--- src/rtl/serial_adder.sv ---
// Bit-serial adder: one bit per clock, LSB first, through a single full adder.
// Optional subtract mode is enabled by defining SERIAL_ADDER_SUB_EN.
module serial_adder #(
  parameter int WIDTH = 8
) (
  input  logic             clk,
  input  logic             rst_n,
  input  logic             start,
  input  logic [WIDTH-1:0] a,
  input  logic [WIDTH-1:0] b,
  input  logic             c_in,
`ifdef SERIAL_ADDER_SUB_EN
  input  logic             sub,
`endif
  output logic             busy,
  output logic             done,
  output logic [WIDTH-1:0] s,
  output logic             c_out,
  output logic             ovf
);

  // state | meaning
  // IDLE  | waiting for start, s/c_out/ovf hold the last result
  // RUN   | one operand bit per edge, WIDTH edges in total
  // DONE  | one-cycle done pulse; start here is accepted back-to-back
  typedef enum logic [1:0] {
    IDLE = 2'd0,
    RUN  = 2'd1,
    DONE = 2'd2
  } state_t;

  localparam int CW = $clog2(WIDTH);
  localparam logic [CW-1:0] LAST = CW'(WIDTH - 1);

  state_t           state;
  state_t           state_nxt;
  logic [WIDTH-1:0] a_sh;
  logic [WIDTH-1:0] b_sh;
  logic             carry;
  logic [CW-1:0]    cnt;
  logic             accept;
  logic             last_bit;
  logic             fa_sum;
  logic             fa_carry;
  logic [WIDTH-1:0] b_load;
  logic             carry_load;

  assign accept   = start && (state != RUN);
  assign last_bit = (state == RUN) && (cnt == LAST);
  assign fa_sum   = a_sh[0] ^ b_sh[0] ^ carry;
  assign fa_carry = (a_sh[0] & b_sh[0]) | (a_sh[0] & carry) | (b_sh[0] & carry);

  // Subtraction is a + ~b + 1, so the inverted operand and forced carry are loaded up front.
`ifdef SERIAL_ADDER_SUB_EN
  assign b_load     = sub ? ~b : b;
  assign carry_load = sub ? 1'b1 : c_in;
`else
  assign b_load     = b;
  assign carry_load = c_in;
`endif

  always_ff @(posedge clk or negedge rst_n) begin
    if (!rst_n) begin
      state <= IDLE;
    end else begin
      state <= state_nxt;
    end
  end

  always_comb begin
    state_nxt = state;
    busy      = 1'b0;
    done      = 1'b0;
    case (state)
      IDLE: begin
        if (start) state_nxt = RUN;
      end
      RUN: begin
        busy = 1'b1;
        if (cnt == LAST) state_nxt = DONE;
      end
      DONE: begin
        done      = 1'b1;
        state_nxt = start ? RUN : IDLE;
      end
      default: state_nxt = IDLE;
    endcase
  end

  always_ff @(posedge clk or negedge rst_n) begin
    if (!rst_n) begin
      a_sh  <= '0;
      b_sh  <= '0;
      carry <= 1'b0;
      cnt   <= '0;
      s     <= '0;
      c_out <= 1'b0;
      ovf   <= 1'b0;
    end else if (accept) begin
      a_sh  <= a;
      b_sh  <= b_load;
      carry <= carry_load;
      cnt   <= '0;
    end else if (state == RUN) begin
      a_sh  <= a_sh >> 1;
      b_sh  <= b_sh >> 1;
      carry <= fa_carry;
      s     <= {fa_sum, s[WIDTH-1:1]};
      // Counter holds on the last bit so it never wraps.
      if (!last_bit) cnt <= cnt + CW'(1);
      if (last_bit) begin
        c_out <= fa_carry;
        ovf   <= carry ^ fa_carry;
      end
    end
  end

endmodule

--- config.mk ---
export PLATFORM = sky130hd
export DESIGN_NAME = serial_adder
export DESIGN_NICKNAME = d
export VERILOG_FILES = /design/src/rtl/serial_adder.sv
export SDC_FILE = /design/constraint.sdc
export NUM_CORES = 1
export LEC_CHECK = 0
export BUFFER_PORTS_ARGS = -buffer_cell sky130_fd_sc_hd__buf_2
export CORE_MARGIN = 2
export CORE_UTILIZATION = 30
export DETAILED_ROUTE_END_ITERATION = 10
export GPL_TIMING_DRIVEN = 0
export MAX_ROUTING_LAYER = met4
export PLACE_DENSITY_LB_ADDON = 0.15
export SLEW_MARGIN = 40
export SYNTH_ARGS = -nofsm -noshare
export SYNTH_HDL_FRONTEND = slang
export SYNTH_SLANG_ARGS = --single-unit
--- constraint.sdc ---
create_clock -name clk -period 1.4 [get_ports clk]
set_clock_uncertainty 0.05 [all_clocks]
set_input_delay 0.07 -clock clk [delete_from_list [all_inputs] [get_ports clk]]
set_output_delay 0.07 -clock clk [all_outputs]
set_load 0.1 [all_outputs]
==> flow_summary.ini <==
[timing]
fin_tns_setup_ps = -7.79
timing.fmax_mhz = 710
tightest_slew_ps = 486
slew_headroom_pct = 67.8
fin_crit_ps = 1410
slew_violations = 0
hold_ws_ps = 32.8
fin_crit_sh_pct = 101
post-route-worst-setup-slack_ps = -7.79
setup_viol = 1
hold_viol_final = 0
rsz0062_at_grt = yes

[yosys]
synth_area_leaders = dfrtp_1 56%, mux2i_1 12%, mux2_2 8.6%
ys_seq_area_share_pct = 55.7
ys_seq_elements = 32
synth_top_family_by_area = multiplexers
ys_warn_count = 0
yosys.area.top_type = dfrtp_1
synth.most_common_cell = dfrtp_1
synth.top_cell.area_share_pct = 55.7
ys.flop_type = dfrtp_1
synth_fa_ha_area_share_pct = 3.13
synth_cell_type_count = 19
synthCells = 115
synth_simple_gate_area_share_pct = 6.96
synthTopCellsByCount = 32 x dfrtp_1, 17 x mux2i_1, 15 x nand2_1, 15 x o21ai_0, 11 x mux2_2
synth_compound_area_share_pct = 7.74
syn_avg_cell_area_um2 = 12.5
synth_mux_area_share_pct = 21.5
synth_xor_area_share_pct = 1.22
syn_nets = 138
synth_area_um2 = 1440
synth_edf_count = 0
synthArstFlopShare_pct = 100

[floorplan]
row_count = 25
die_area_um2 = 5370
fp.coreArea_um2 = 4660
die_y_um = 73.3
num_io_pins = 32
initial_core_util_pct = 30.9
die_w_um = 73.3

[finish]
antenna_cells = 0
drive_gt1_share_pct = 40.1
layout.nets = 184
areaGrowthSynthToFinish_pct = 30.2

[global_route]
grt_overflow = 0
grt_pass1_wl_um = 5020
grt_max_degree = 33
grt_pass1_vias = 1071
antenna_found_initial = 0
track_usage_pct = 13.0

[cts]
cts_tree = yes
cts-htree-levels = 2
clockRootBuffer = clkbuf_8
cts-buffers-inserted = 5
clkLatencyLatePin_ps = 280
clk_pin_slew_ps = 70
cts_buffer_depth = 2
cts_sinks = 32

[detailed_routing]
drc = 0
dr.pass1.iters = 4
wl_um = 2950
vias = 992
wl_per_cell_um = 13.7
final_antenna_net_count = 0
viasPerCell = 4.59
drtIter0Drc = 34

[placed_design]
place_congestion = 0.672
detailed_place_hpwl_um = 2030
port_buffers = 30

[setup_path]
path_cells = ha_2 > ha_4 > mux2_4 > a22o_1
critical_path_buf_inv_count = 0
slowest_stage = dfrtp_1
cp_max_fo = 4
crit_family = flip-flops
criticalPathCategory = reg2reg
max_stage_delay_ps = 390
crit_path_end_kind = register
critPathArrivalTime_ps = 1530
worst_ep_required_time_ps = 1520
critPathLaunchType = register

[run]
maxCapViolCount = 0

[outcome]
status = finished with violations
violations = negative setup slack

[worst_hold_path]
hp-class = in2reg
-- cells in the final DEF, fill, tap and decap left out --
master          n
a21oi_1         2
a22o_1          3
and2_4          1
buf_12          1
buf_2          28
buf_4           9
buf_6           3
buf_8           1
clkbuf_1        3
clkbuf_8        6
dfrtp_1        32
dlygate4sd3_1   3
fa_1            1
ha_2            1
ha_4            1
mux2_2         10
mux2_4          2
mux2i_1        17
nand2_1        15
nor2_1          4
nor2b_2         1
nor2b_4         1
o21ai_0        15
xnor2_1         2
-- metal layers --
layer / up-vias / global-route usage (%) / part of all wire (%)
li1: 488 / - / -
met1: 480 / 15.7 / 47
met2: 19 / 19.9 / 46
met3: 5 / 4.39 / 5.0
met4: 0 / 5.56 / 1.9
met5: - / - / 0
-- worst min-delay path: stages --
cell and delay, ps:
buf_2 70, mux2i_1 50, o21ai_0 130
-- cells by family (layout without fill, tap and decap cells) --
group           after synthesis  in the layout
flops                        32             32
buf+inv                       7             54
compound gates               20             20
mux                          29             29
fa+ha+maj                     3              3
xor+xnor                      2              2
simple gates                 22             22
-- final cells by class --
type | count | area, um2
buffer | 7 | 65.1
multi-input combinational | 76 | 604
sequential | 32 | 801
clock buffer | 8 | 90.1
timing repair buffer | 39 | 245
fill | 445 | 2790
tap | 54 | 67.6
-- repair_timing --
item / CTS / global route
hold buffers: 3 / 0
buffers inserted: 4 / 2
resized for setup: 7 / 0
pin swaps: 1 / 1
setup endpoints to repair: 5 / 4
hold endpoints to repair: 34 / 0
-- stage by stage --
stage               cells  util [%]  instance area (um2)  setup slack [ps]
global route          216      40.2                 1870             -57.7
CTS                   214      39.8                 1860             -15.0
finish                216      40.2                 1870             -7.79
global placement      199      36.1                 1680             -26.2
floorplan             115         -                 1460              6.04
detailed placement    199      36.1                 1680             -51.0
-- state kept, by name, indices dropped and copies added, names as in the netlist --
signal and count:
a_sh 8, b_sh 8, s 8, cnt 3, state 2, c_out 1, carry 1, ovf 1
-- path summary, 6_finish.rpt --
path,start,to,slack [ps],cells past startpoint
max in group asynchronous,rst_n,ovf,770,2
min,a[6],a_sh[6],30,3
max,cnt[1],cnt[2],-8,4
min reg2reg,b_sh[3],b_sh[2],430,2
min in group asynchronous,rst_n,a_sh[6],220,2
max reg2reg,cnt[1],cnt[2],-8,4
Power is left out: the tool's default activity adds up to more than one toggle a clock period on the data nets, which glitch-free logic cannot reach.
